`src/rtl/csr_ring_node.sv`:
```
`default_nettype none
// ============================================================================
// Module   : csr_ring_node
// Brief    : CSR ring stop. Decodes local read/write packets onto a function
//            port, forwards foreign beats through an 8-deep FIFO, and injects
//            responses.
// Revision : 1.0 - initial release
// ============================================================================
module csr_ring_node #(
    parameter logic [15:0] ADDRESS_MASK   = 16'h8000,
    parameter logic [15:0] ADDRESS_SELECT = 16'h8000
) (
    input  logic        core_clk83,
    input  logic        reset_n,
    input  logic [3:0]  ring_ctl_in,
    input  logic [15:0] ring_data_in,
    output logic [3:0]  ring_ctl_out,
    output logic [15:0] ring_data_out,
    output logic        func_wr_valid,
    output logic        func_rd_valid,
    output logic [15:0] func_address,
    output logic [63:0] func_wr_data,
    input  logic        func_ack,
    input  logic [63:0] func_rd_data
);

    localparam logic [3:0] c_ctl_idle     = 4'd0;
    localparam logic [3:0] c_ctl_rd_req   = 4'd1;
    localparam logic [3:0] c_ctl_wr_req   = 4'd2;
    localparam logic [3:0] c_ctl_data     = 4'd3;
    localparam logic [3:0] c_ctl_rd_rsp   = 4'd4;
    localparam logic [3:0] c_ctl_wr_rsp   = 4'd5;
    localparam int unsigned c_fifo_depth  = 8;
    localparam logic [7:0] c_timeout_last = 8'd254;

    typedef enum logic [2:0] {
        RX_IDLE  = 3'd0,
        RX_WDATA = 3'd1,
        ISSUE    = 3'd2,
        WAIT_ACK = 3'd3,
        INJ_WAIT = 3'd4,
        INJECT   = 3'd5
    } rx_state_t;

    rx_state_t   r_state;
    logic [1:0]  r_beat_cnt;
    logic [47:0] r_wbuf;
    logic [63:0] r_rdata;
    logic        r_is_read;
    logic [7:0]  r_to_cnt;
    logic [2:0]  r_inj_idx;
    logic [2:0]  r_drop_cnt;

    logic [19:0] r_fifo_mem [c_fifo_depth];
    logic [2:0]  r_wr_ptr;
    logic [2:0]  r_rd_ptr;
    logic [3:0]  r_fifo_cnt;

    logic        w_is_hdr;
    logic        w_is_data;
    logic        w_local_hdr;
    logic        w_rx_free;
    logic        w_take_hdr;
    logic        w_wdata_beat;
    logic        w_drop_data;
    logic        w_pass;
    logic        w_injecting;
    logic        w_fifo_empty;
    logic        w_fifo_full;
    logic        w_pop;
    logic        w_push;
    logic        w_bypass;
    logic        w_inj_last;
    logic [3:0]  w_inj_ctl;
    logic [15:0] w_inj_data;

    assign w_is_hdr     = (ring_ctl_in == c_ctl_rd_req) || (ring_ctl_in == c_ctl_wr_req);
    assign w_is_data    = (ring_ctl_in == c_ctl_data);
    assign w_local_hdr  = w_is_hdr && ((ring_data_in & ADDRESS_MASK) == ADDRESS_SELECT);
    // A non-DATA beat aborts a partial write, so that beat is decoded as if idle.
    assign w_rx_free    = (r_state == RX_IDLE) || ((r_state == RX_WDATA) && !w_is_data);
    assign w_take_hdr   = w_local_hdr && w_rx_free;
    assign w_wdata_beat = (r_state == RX_WDATA) && w_is_data;
    assign w_drop_data  = w_is_data && (r_drop_cnt != 3'd0);
    assign w_pass       = (ring_ctl_in != c_ctl_idle) && !w_local_hdr && !w_wdata_beat && !w_drop_data;

    assign w_injecting  = (r_state == INJECT);
    assign w_fifo_empty = (r_fifo_cnt == 4'd0);
    assign w_fifo_full  = (r_fifo_cnt == 4'd8);
    assign w_pop        = !w_injecting && !w_fifo_empty;
    assign w_push       = w_pass && !w_fifo_full && (w_injecting || !w_fifo_empty);
    assign w_bypass     = w_pass && !w_injecting && w_fifo_empty;
    assign w_inj_last   = r_is_read ? (r_inj_idx == 3'd4) : 1'b1;

    always_comb begin
        w_inj_ctl  = c_ctl_data;
        w_inj_data = 16'h0;
        case (r_inj_idx)
            3'd0: begin
                w_inj_ctl  = r_is_read ? c_ctl_rd_rsp : c_ctl_wr_rsp;
                w_inj_data = func_address;
            end
            3'd1:    w_inj_data = r_rdata[15:0];
            3'd2:    w_inj_data = r_rdata[31:16];
            3'd3:    w_inj_data = r_rdata[47:32];
            default: w_inj_data = r_rdata[63:48];
        endcase
    end

    always_ff @(posedge core_clk83) begin
        if (!reset_n) begin
            r_wr_ptr   <= 3'd0;
            r_rd_ptr   <= 3'd0;
            r_fifo_cnt <= 4'd0;
        end else begin
            if (w_push) begin
                r_fifo_mem[r_wr_ptr] <= {ring_ctl_in, ring_data_in};
                r_wr_ptr             <= r_wr_ptr + 3'd1;
            end
            if (w_pop) begin
                r_rd_ptr <= r_rd_ptr + 3'd1;
            end
            case ({w_push, w_pop})
                2'b10:   r_fifo_cnt <= r_fifo_cnt + 4'd1;
                2'b01:   r_fifo_cnt <= r_fifo_cnt - 4'd1;
                default: r_fifo_cnt <= r_fifo_cnt;
            endcase
        end
    end

    always_ff @(posedge core_clk83) begin
        if (!reset_n) begin
            ring_ctl_out  <= 4'h0;
            ring_data_out <= 16'h0;
        end else if (w_injecting) begin
            ring_ctl_out  <= w_inj_ctl;
            ring_data_out <= w_inj_data;
        end else if (w_pop) begin
            {ring_ctl_out, ring_data_out} <= r_fifo_mem[r_rd_ptr];
        end else if (w_bypass) begin
            ring_ctl_out  <= ring_ctl_in;
            ring_data_out <= ring_data_in;
        end else begin
            ring_ctl_out  <= c_ctl_idle;
            ring_data_out <= 16'h0;
        end
    end

    always_ff @(posedge core_clk83) begin
        if (!reset_n) begin
            r_state       <= RX_IDLE;
            r_beat_cnt    <= 2'd0;
            r_wbuf        <= 48'h0;
            r_rdata       <= 64'h0;
            r_is_read     <= 1'b0;
            r_to_cnt      <= 8'd0;
            r_inj_idx     <= 3'd0;
            r_drop_cnt    <= 3'd0;
            func_wr_valid <= 1'b0;
            func_rd_valid <= 1'b0;
            func_address  <= 16'h0;
            func_wr_data  <= 64'h0;
        end else begin
            func_wr_valid <= 1'b0;
            func_rd_valid <= 1'b0;

            // Local writes refused while busy take their four DATA beats with them.
            if (w_local_hdr && !w_rx_free && (ring_ctl_in == c_ctl_wr_req)) begin
                r_drop_cnt <= 3'd4;
            end else if (w_drop_data) begin
                r_drop_cnt <= r_drop_cnt - 3'd1;
            end else if (!w_is_data) begin
                r_drop_cnt <= 3'd0;
            end

            if (w_take_hdr) begin
                func_address <= ring_data_in;
                r_is_read    <= (ring_ctl_in == c_ctl_rd_req);
                r_beat_cnt   <= 2'd0;
                r_state      <= (ring_ctl_in == c_ctl_rd_req) ? ISSUE : RX_WDATA;
            end else begin
                case (r_state)
                    RX_WDATA: begin
                        if (w_is_data) begin
                            if (r_beat_cnt == 2'd3) begin
                                func_wr_valid <= 1'b1;
                                func_wr_data  <= {ring_data_in, r_wbuf};
                                r_state       <= INJ_WAIT;
                            end else begin
                                r_wbuf     <= {ring_data_in, r_wbuf[47:16]};
                                r_beat_cnt <= r_beat_cnt + 2'd1;
                            end
                        end else begin
                            r_state <= RX_IDLE;
                        end
                    end
                    ISSUE: begin
                        func_rd_valid <= 1'b1;
                        r_to_cnt      <= 8'd0;
                        r_state       <= WAIT_ACK;
                    end
                    WAIT_ACK: begin
                        if (func_ack) begin
                            r_rdata <= func_rd_data;
                            r_state <= INJ_WAIT;
                        end else if (r_to_cnt == c_timeout_last) begin
                            r_rdata <= 64'h0;
                            r_state <= INJ_WAIT;
                        end else begin
                            r_to_cnt <= r_to_cnt + 8'd1;
                        end
                    end
                    INJ_WAIT: begin
                        if (w_fifo_empty && (ring_ctl_in == c_ctl_idle)) begin
                            r_inj_idx <= 3'd0;
                            r_state   <= INJECT;
                        end
                    end
                    INJECT: begin
                        if (w_inj_last) begin
                            r_state <= RX_IDLE;
                        end else begin
                            r_inj_idx <= r_inj_idx + 3'd1;
                        end
                    end
                    default: r_state <= RX_IDLE;
                endcase
            end
        end
    end

endmodule
`default_nettype wire

```
`config.mk`:
```
export PLATFORM = sky130hd
export DESIGN_NAME = csr_ring_node
export DESIGN_NICKNAME = d
export VERILOG_FILES = /design/src/rtl/csr_ring_node.sv
export SDC_FILE = /design/constraint.sdc
export NUM_CORES = 1
export LEC_CHECK = 0
export CAP_MARGIN = 40
export CORE_MARGIN = 10
export CORE_UTILIZATION = 40
export CTS_CLUSTER_SIZE = 30
export DETAILED_ROUTE_END_ITERATION = 8
export PLACE_DENSITY_LB_ADDON = 0.3
export RECOVER_POWER = 50
export SLEW_MARGIN = 20
export SYNTH_ARGS = -nofsm -noshare
export SYNTH_HDL_FRONTEND = slang
export SYNTH_SLANG_ARGS = --single-unit
```
`constraint.sdc`:
```
create_clock -name core_clk83 -period 4.01 [get_ports core_clk83]
set_input_delay 0.401 -clock core_clk83 [delete_from_list [all_inputs] [get_ports core_clk83]]
set_output_delay 0.401 -clock core_clk83 [all_outputs]
set_load 0.03 [all_outputs]
```
[Yosys cells after proc, flatten, opt, wreduce, memory -nomap -nowiden]
Memory sizes are Yosys's and may differ from the RTL's. A register that Yosys moved wholly into a read port is not among the register bits.
Cells that the tools add are included.
Word-level totals
  flip-flop bits (word level): 244
  memory bits (writable): 160
  input port bits: 87
  output and inout bits: 102
  word-level logic and storage cells: 144
  memories: 1
Cells by class
  add/sub/neg operators: 8
  eq/ne operators: 27
  multiplexer cells: 38
  bitwise logic cells: 5
  reductions and logical operators: 47
Memory list
  r_fifo_mem: depth 8, width 20, read ports 1, clocked after memory_dff 1, write ports 1, line 54  | logic [19:0] r_fifo_mem [c_fifo_depth];
Operator list (count)
  $mux W64: 2
  $pmux W16 S4: 1
  $mux W16: 3
  $mux W3: 14
  $reduce_and A4 Y1: 5
  $logic_and A1 B1 Y1: 16
  $mux W4: 4
  $mux W8: 2
  $pmux W8 S2: 1
  $pmux W3 S5: 1
  $eq A3 B2 Y1 const B: 4
  $add A3 B1 Y3 const B: 3
  $eq A3 B3 Y1 const B: 3
  $add A8 B1 Y8 const B: 1
  $eq A4 B2 Y1 const B: 2
  $eq A8 B8 Y1 const B: 1
  $logic_not A1 Y1: 8
  $logic_not A4 Y1: 2
  $ne A2 B2 Y1 const B: 4
  $pmux W4 S2: 1
  $reduce_bool A2 Y1: 4
  $mux W1: 7
  $eq A3 B1 Y1 const B: 2
  $logic_not A3 Y1: 2
  23 further kinds: 32

[Depth between registers and ports, before layout]
  word-level depth: 12
  gate-level depth with buffers: 13
  depth with buffers taken out: 13

[Worst setup path before layout]
OpenSTA, ideal clock, no wires.
  kind: in2reg
  from: input ring_ctl_in[0]
  to: memory r_fifo_mem[1][0] (enable)
  setup time: 448 ps
  arrival: 3323 ps
  data required time: 3562 ps
  path slack: 239 ps
  stages: 6
  buffers on the path: 1
  path through: buf_6 -> and4bb_4 -> and3_4 -> a211oi_2 -> inv_2 -> nor4_1
On the way
  cells in the longest elaborated chain, start to end: 12
  elaborated cells on any way between the ends: 19
  those cells by class: 3 x eq/ne; 3 x mux; 13 x reduce/logical
RTL lines
  start, declared: line 15  | input logic [3:0] ring_ctl_in,
  $eq A4 B1 Y1 or $eq A4 B2 Y1 (tied branches): line 77  | assign w_is_hdr = (ring_ctl_in == c_ctl_rd_req) || (ring_ctl_in == c_ctl_wr_req);
  $logic_or A1 B1 Y1: line 77
  $logic_and A1 B1 Y1: line 79  | assign w_local_hdr = w_is_hdr && ((ring_data_in & ADDRESS_MASK) == ADDRESS_SELECT);
  $logic_not A1 Y1: line 85  | assign w_pass = (ring_ctl_in != c_ctl_idle) && !w_local_hdr && !w_wdata_beat && !w_drop_data;
  $logic_and A1 B1 Y1 (2 in a row): line 85
  $logic_and A1 B1 Y1 (*): line 85
  $logic_and A1 B1 Y1 (*) (2 in a row): line 91  | assign w_push = w_pass && !w_fifo_full && (w_injecting || !w_fifo_empty);
  $mux W1 (*): line 116  | if (w_push) begin
  $mux W1 (*): line 111  | if (!reset_n) begin
  $mux W1 (not written as such) (*): line 117  | r_fifo_mem[r_wr_ptr] <= {ring_ctl_in, ring_data_in};
  end, declared: line 54
Mark *: on every way between the ends. The rest lies on a longest branch, timed or not.

[Worst setup path in the final report]
  from: input ring_ctl_in[3]
  to: register r_state[0]
On the way
  cells in the longest elaborated chain, start to end: 7
  elaborated cells on any way between the ends: 20
  those cells by class: 7 x eq/ne; 4 x mux; 9 x reduce/logical
RTL lines
  $eq A4 B2 Y1: line 78  | assign w_is_data = (ring_ctl_in == c_ctl_data);
  $logic_not A1 Y1
  $logic_and A1 B1 Y1: line 81  | assign w_rx_free = (r_state == RX_IDLE) || ((r_state == RX_WDATA) && !w_is_data);
  $logic_or A1 B1 Y1: line 81
  $logic_and A1 B1 Y1: line 82  | assign w_take_hdr = w_local_hdr && w_rx_free;
  $ne A4 B3 Y1 (no source line) (tied with other cells)
  $reduce_and A4 Y1 (no source line)
  end signal, assigned: line 180  | r_state <= (ring_ctl_in == c_ctl_rd_req) ? ISSUE : RX_WDATA;
  end, declared: line 45  | rx_state_t r_state;
Parallel ways exist; a longest one is shown, timed or not.
A chain may end at the register's enable or synchronous reset.

==> impl_metrics.csv <==
group,metric,value,unit
timing,max_slew_margin,-51.08,%
logic_synthesis,synth_edf_count,160,
layout,n_fill_cell,3472,
global_route,antenna_found_initial,3,
hold_path,hold_path.class,"in -> reg",
critical_path,cp-start-kind,"input pin",
layout,nets,1706,
global_route,grt_overflow,0,
clocking,postCtsHoldBufs,0,
critical_path,critPathMaxStageDelay,1.60,ns
clocking,cts_tree,"done",
logic_synthesis,synth_cell_types,59,
timing,worstMarginPinSlew,2.266,ns
logic_synthesis,yosysWarningCount,0,
logic_synthesis,synth_area_leaders,"dfxtp_1 (31%), edfxtp_1 (30%), nand2_1 (8.5%)",
critical_path,critPathMaxFanout,50,
timing,holdWs,0.3243,ns
routing,detail_route.iter0.violations,1054,
floorplanning,io_pins,189,
floorplanning,die_area,47940,um2
placement,hpwl,30270,um
critical_path,required,4.31,ns
critical_path,r2r_end,"r_state[0]$_SDFFE_PN0P_",
hold_path,min_from,"func_ack",
layout,final_util,50.39,%
power_and_ir_drop,pwr_density_cell,526.4,nW/um2
clocking,clock_latency,0.56,ns
logic_synthesis,yosysTopAreaCell,"dfxtp_1",
placement,place_inst,2076,
logic_synthesis,syn_nets,1554,
global_route,grt_pass1_vias,11506,
timing,clock.fmax,297.8,MHz
routing,drc_errors,0,
logic_synthesis,async_reset_ff_share,0,%
critical_path,timing.reg2reg.setup_slack,0.87,ns
power_and_ir_drop,ir_worst_vdd,0.2885,mV
logic_synthesis,ys_seq_area_share,61.58,%
floorplanning,die_x,218.9,um
logic_synthesis,synthCells,1452,
critical_path,crit_path_top_delay_cell,"clkbuf_1",
clocking,numCtsBuffers,42,
critical_path,critPathKind,"in -> reg",
job,drv_cap,1,
global_route,grt_pass1_wl,67880,um
layout,drive_gt1_share,9.280,%
critical_path,cp-startpoint,"ring_ctl_in[3]",
global_route,grt_use_total,18.31,%
floorplanning,start_util,40.68,%
clocking,path_clk_slew,0.06,ns
critical_path,reg2reg_depth,5,
critical_path,r2r-start,"r_state[2]$_SDFFE_PN0P_",
logic_synthesis,avgSynthCellArea,10.90,um2
timing,tns,0,ns
timing,fin_crit,3.358,ns
routing,wl_per_cell,20.94,um
critical_path,critPathArrivalTime,3.66,ns
critical_path,cp_cell_sequence,"dlygate4sd3_1, and4bb_1, and3_1, or2b_1, clkbuf_1, a41oi_1",
outcome,violations,"max-capacitance violations, max-slew violations",
clocking,root_buffer,"clkbuf_16",
timing,skew,0.02799,ns
routing,vias,11718,
timing,rsz0062_at_grt,"no",
logic_synthesis,ys_ff_latch,407,
clocking,cts.path.max_buffers,3,
logic_synthesis,synth_area,15830,um2
global_route,grt_max_degree,129,
floorplanning,die_h,218.9,um
placement,gp_congestion,0.8635,
clocking,numClockSinks,407,
critical_path,end_kind,"flip-flop",
timing,hold_violations,0,
routing,postRouteAntennaNets,0,
routing,dr.pass1.iters,5,
clocking,cts_resized,0,
hold_path,min_to,"r_to_cnt[1]$_SDFFE_PN0P_",
clocking,post_cts.repair.setup_buffers,0,
outcome,status,"finished with violations",
timing,fin_crit_sh,83.73,%
floorplanning,core_area,38920,um2
routing,via_per_inst,5.433,
placement,io_buffers,188,
logic_synthesis,synth_top_area_share,31.23,%
power_and_ir_drop,p_leak,6.617,nW
logic_synthesis,ys.flop_type,"dfxtp_1",
layout,area_delta_synth_final,23.86,%
hold_path,holdPathStages,4,
routing,routed_wl,45160,um
floorplanning,placementRows,72,
timing,finalMaxSlewViolations,51,
timing,finalSetupViolCount,0,
layout,stdcell_count,2157,
clocking,htreeDepth,2,
-- routing by layer --
metal / global-route usage [%] / vias to the layer above / share of wire (%) / wire length [um]
met4: 6.068 / 4 / 2.4 / 1104
met3: 3.865 / 73 / 6.7 / 3046
met5: 0 / - / 0.060 / 27
li1: - / 5541 / - / -
met1: 23.17 / 5770 / 42 / 18780
met2: 30.64 / 330 / 49 / 22200
-- logic make-up (layout without fill, tap and decap cells) --
logic type,count (synthesis),after routing,synth area share [%]
compound gates,302,302,11.36
xor+xnor,13,13,0.7192
fa+ha+maj,15,15,1.185
buf+inv,127,313,3.438
flops,407,407,61.58
mux,64,64,7.224
other cells,0,1,0
simple gates,524,524,14.49
-- flip-flops by register name, indices dropped and copies added (netlist names), named ones only --
name and cells:
func_address 16, r_to_cnt 8, r_beat_cnt 2, ring_data_out 16, func_rd_valid 1, func_wr_valid 1, r_fifo_cnt 4, r_drop_cnt 3
r_rdata 64, r_state 3, r_is_read 1, r_wbuf 48, r_wr_ptr 3, r_rd_ptr 3, r_fifo_mem 160, r_inj_idx 3
ring_ctl_out 4, func_wr_data 64
-- how the worst max path moves through the flow --
stage,slack (ns),to,depth (start not counted)
5_1_grt,0.41,r_state[0]$_SDFFE_PN0P_,6
3_5_place_dp,0.66,r_fifo_cnt[2]$_SDFFE_PN0P_,13
6_report,0.65,r_state[0]$_SDFFE_PN0P_,6
4_1_cts,1.15,r_fifo_cnt[2]$_SDFFE_PN0P_,11
2_1_floorplan,0.24,r_fifo_mem[1][0]$_DFFE_PP_,6
3_3_place_gp,0.64,r_fifo_cnt[2]$_SDFFE_PN0P_,13
-- final cells by class --
class | instances | area, um2 | share of cell area [%]
Tap cell | 518 | 648.1 | 3.305
Clock inverter | 18 | 187.7 | 0.9571
Clock buffer | 60 | 1180 | 6.017
Antenna cell | 1 | 2.502 | 0.01276
Multi-Input combinational cell | 918 | 5590 | 28.51
Timing Repair Buffer | 223 | 2201 | 11.22
Sequential cell | 407 | 9752 | 49.73
Inverter | 12 | 47.55 | 0.2425
-- through the flow --
step / power (mW) / setup slack (ns) / cell area [um2]
3_5_place_dp: 6.581 / 0.6615 / 18240
3_3_place_gp: 6.540 / 0.6429 / 18180
5_1_grt: 10.71 / 0.4102 / 19610
4_1_cts: 10.42 / 1.152 / 19610
6_report: 10.32 / 0.6525 / 19610
2_1_floorplan: 5.909 / 0.2387 / 15830
-- synthesized netlist by cell type, types with 17 or more instances --
library cell / number
a221o_1: 17
edfxtp_1: 160
o21ai_0: 88
nor2_1: 43
clkbuf_1: 68
mux4_2: 40
nand2_1: 357
nand4_1: 66
mux2i_1: 22
a21oi_1: 141
dfxtp_1: 247
buf_2: 27
a221oi_1: 18
-- placed cells by master, fill, tap and decap left out, types with 18 or more instances in the layout --
master / n
clkbuf_16: 43
mux4_2: 40
nor2_1: 42
nand4_1: 66
a221oi_1: 18
dlygate4sd3_1: 116
nand2_1: 356
mux2i_1: 22
clkdlybuf4s50_1: 70
o21ai_0: 88
a21oi_1: 141
clkbuf_1: 19
buf_4: 23
dfxtp_1: 245
edfxtp_1: 160
-- worst max-delay path: cells and delay by family --
kind            cells  cell delay (ns)
buf+inv             2             2.27
compound gates      1             0.28
simple gates        3             0.69
-- power by group --
group | internal, mW | total [mW] | switching, mW
Combinational | 0.812 | 1.80 | 0.985
Clock | 2.26 | 3.86 | 1.60
Sequential | 4.52 | 4.67 | 0.146
Total | 7.59 | 10.3 | 2.73
(Power assumes the default switching activity.)
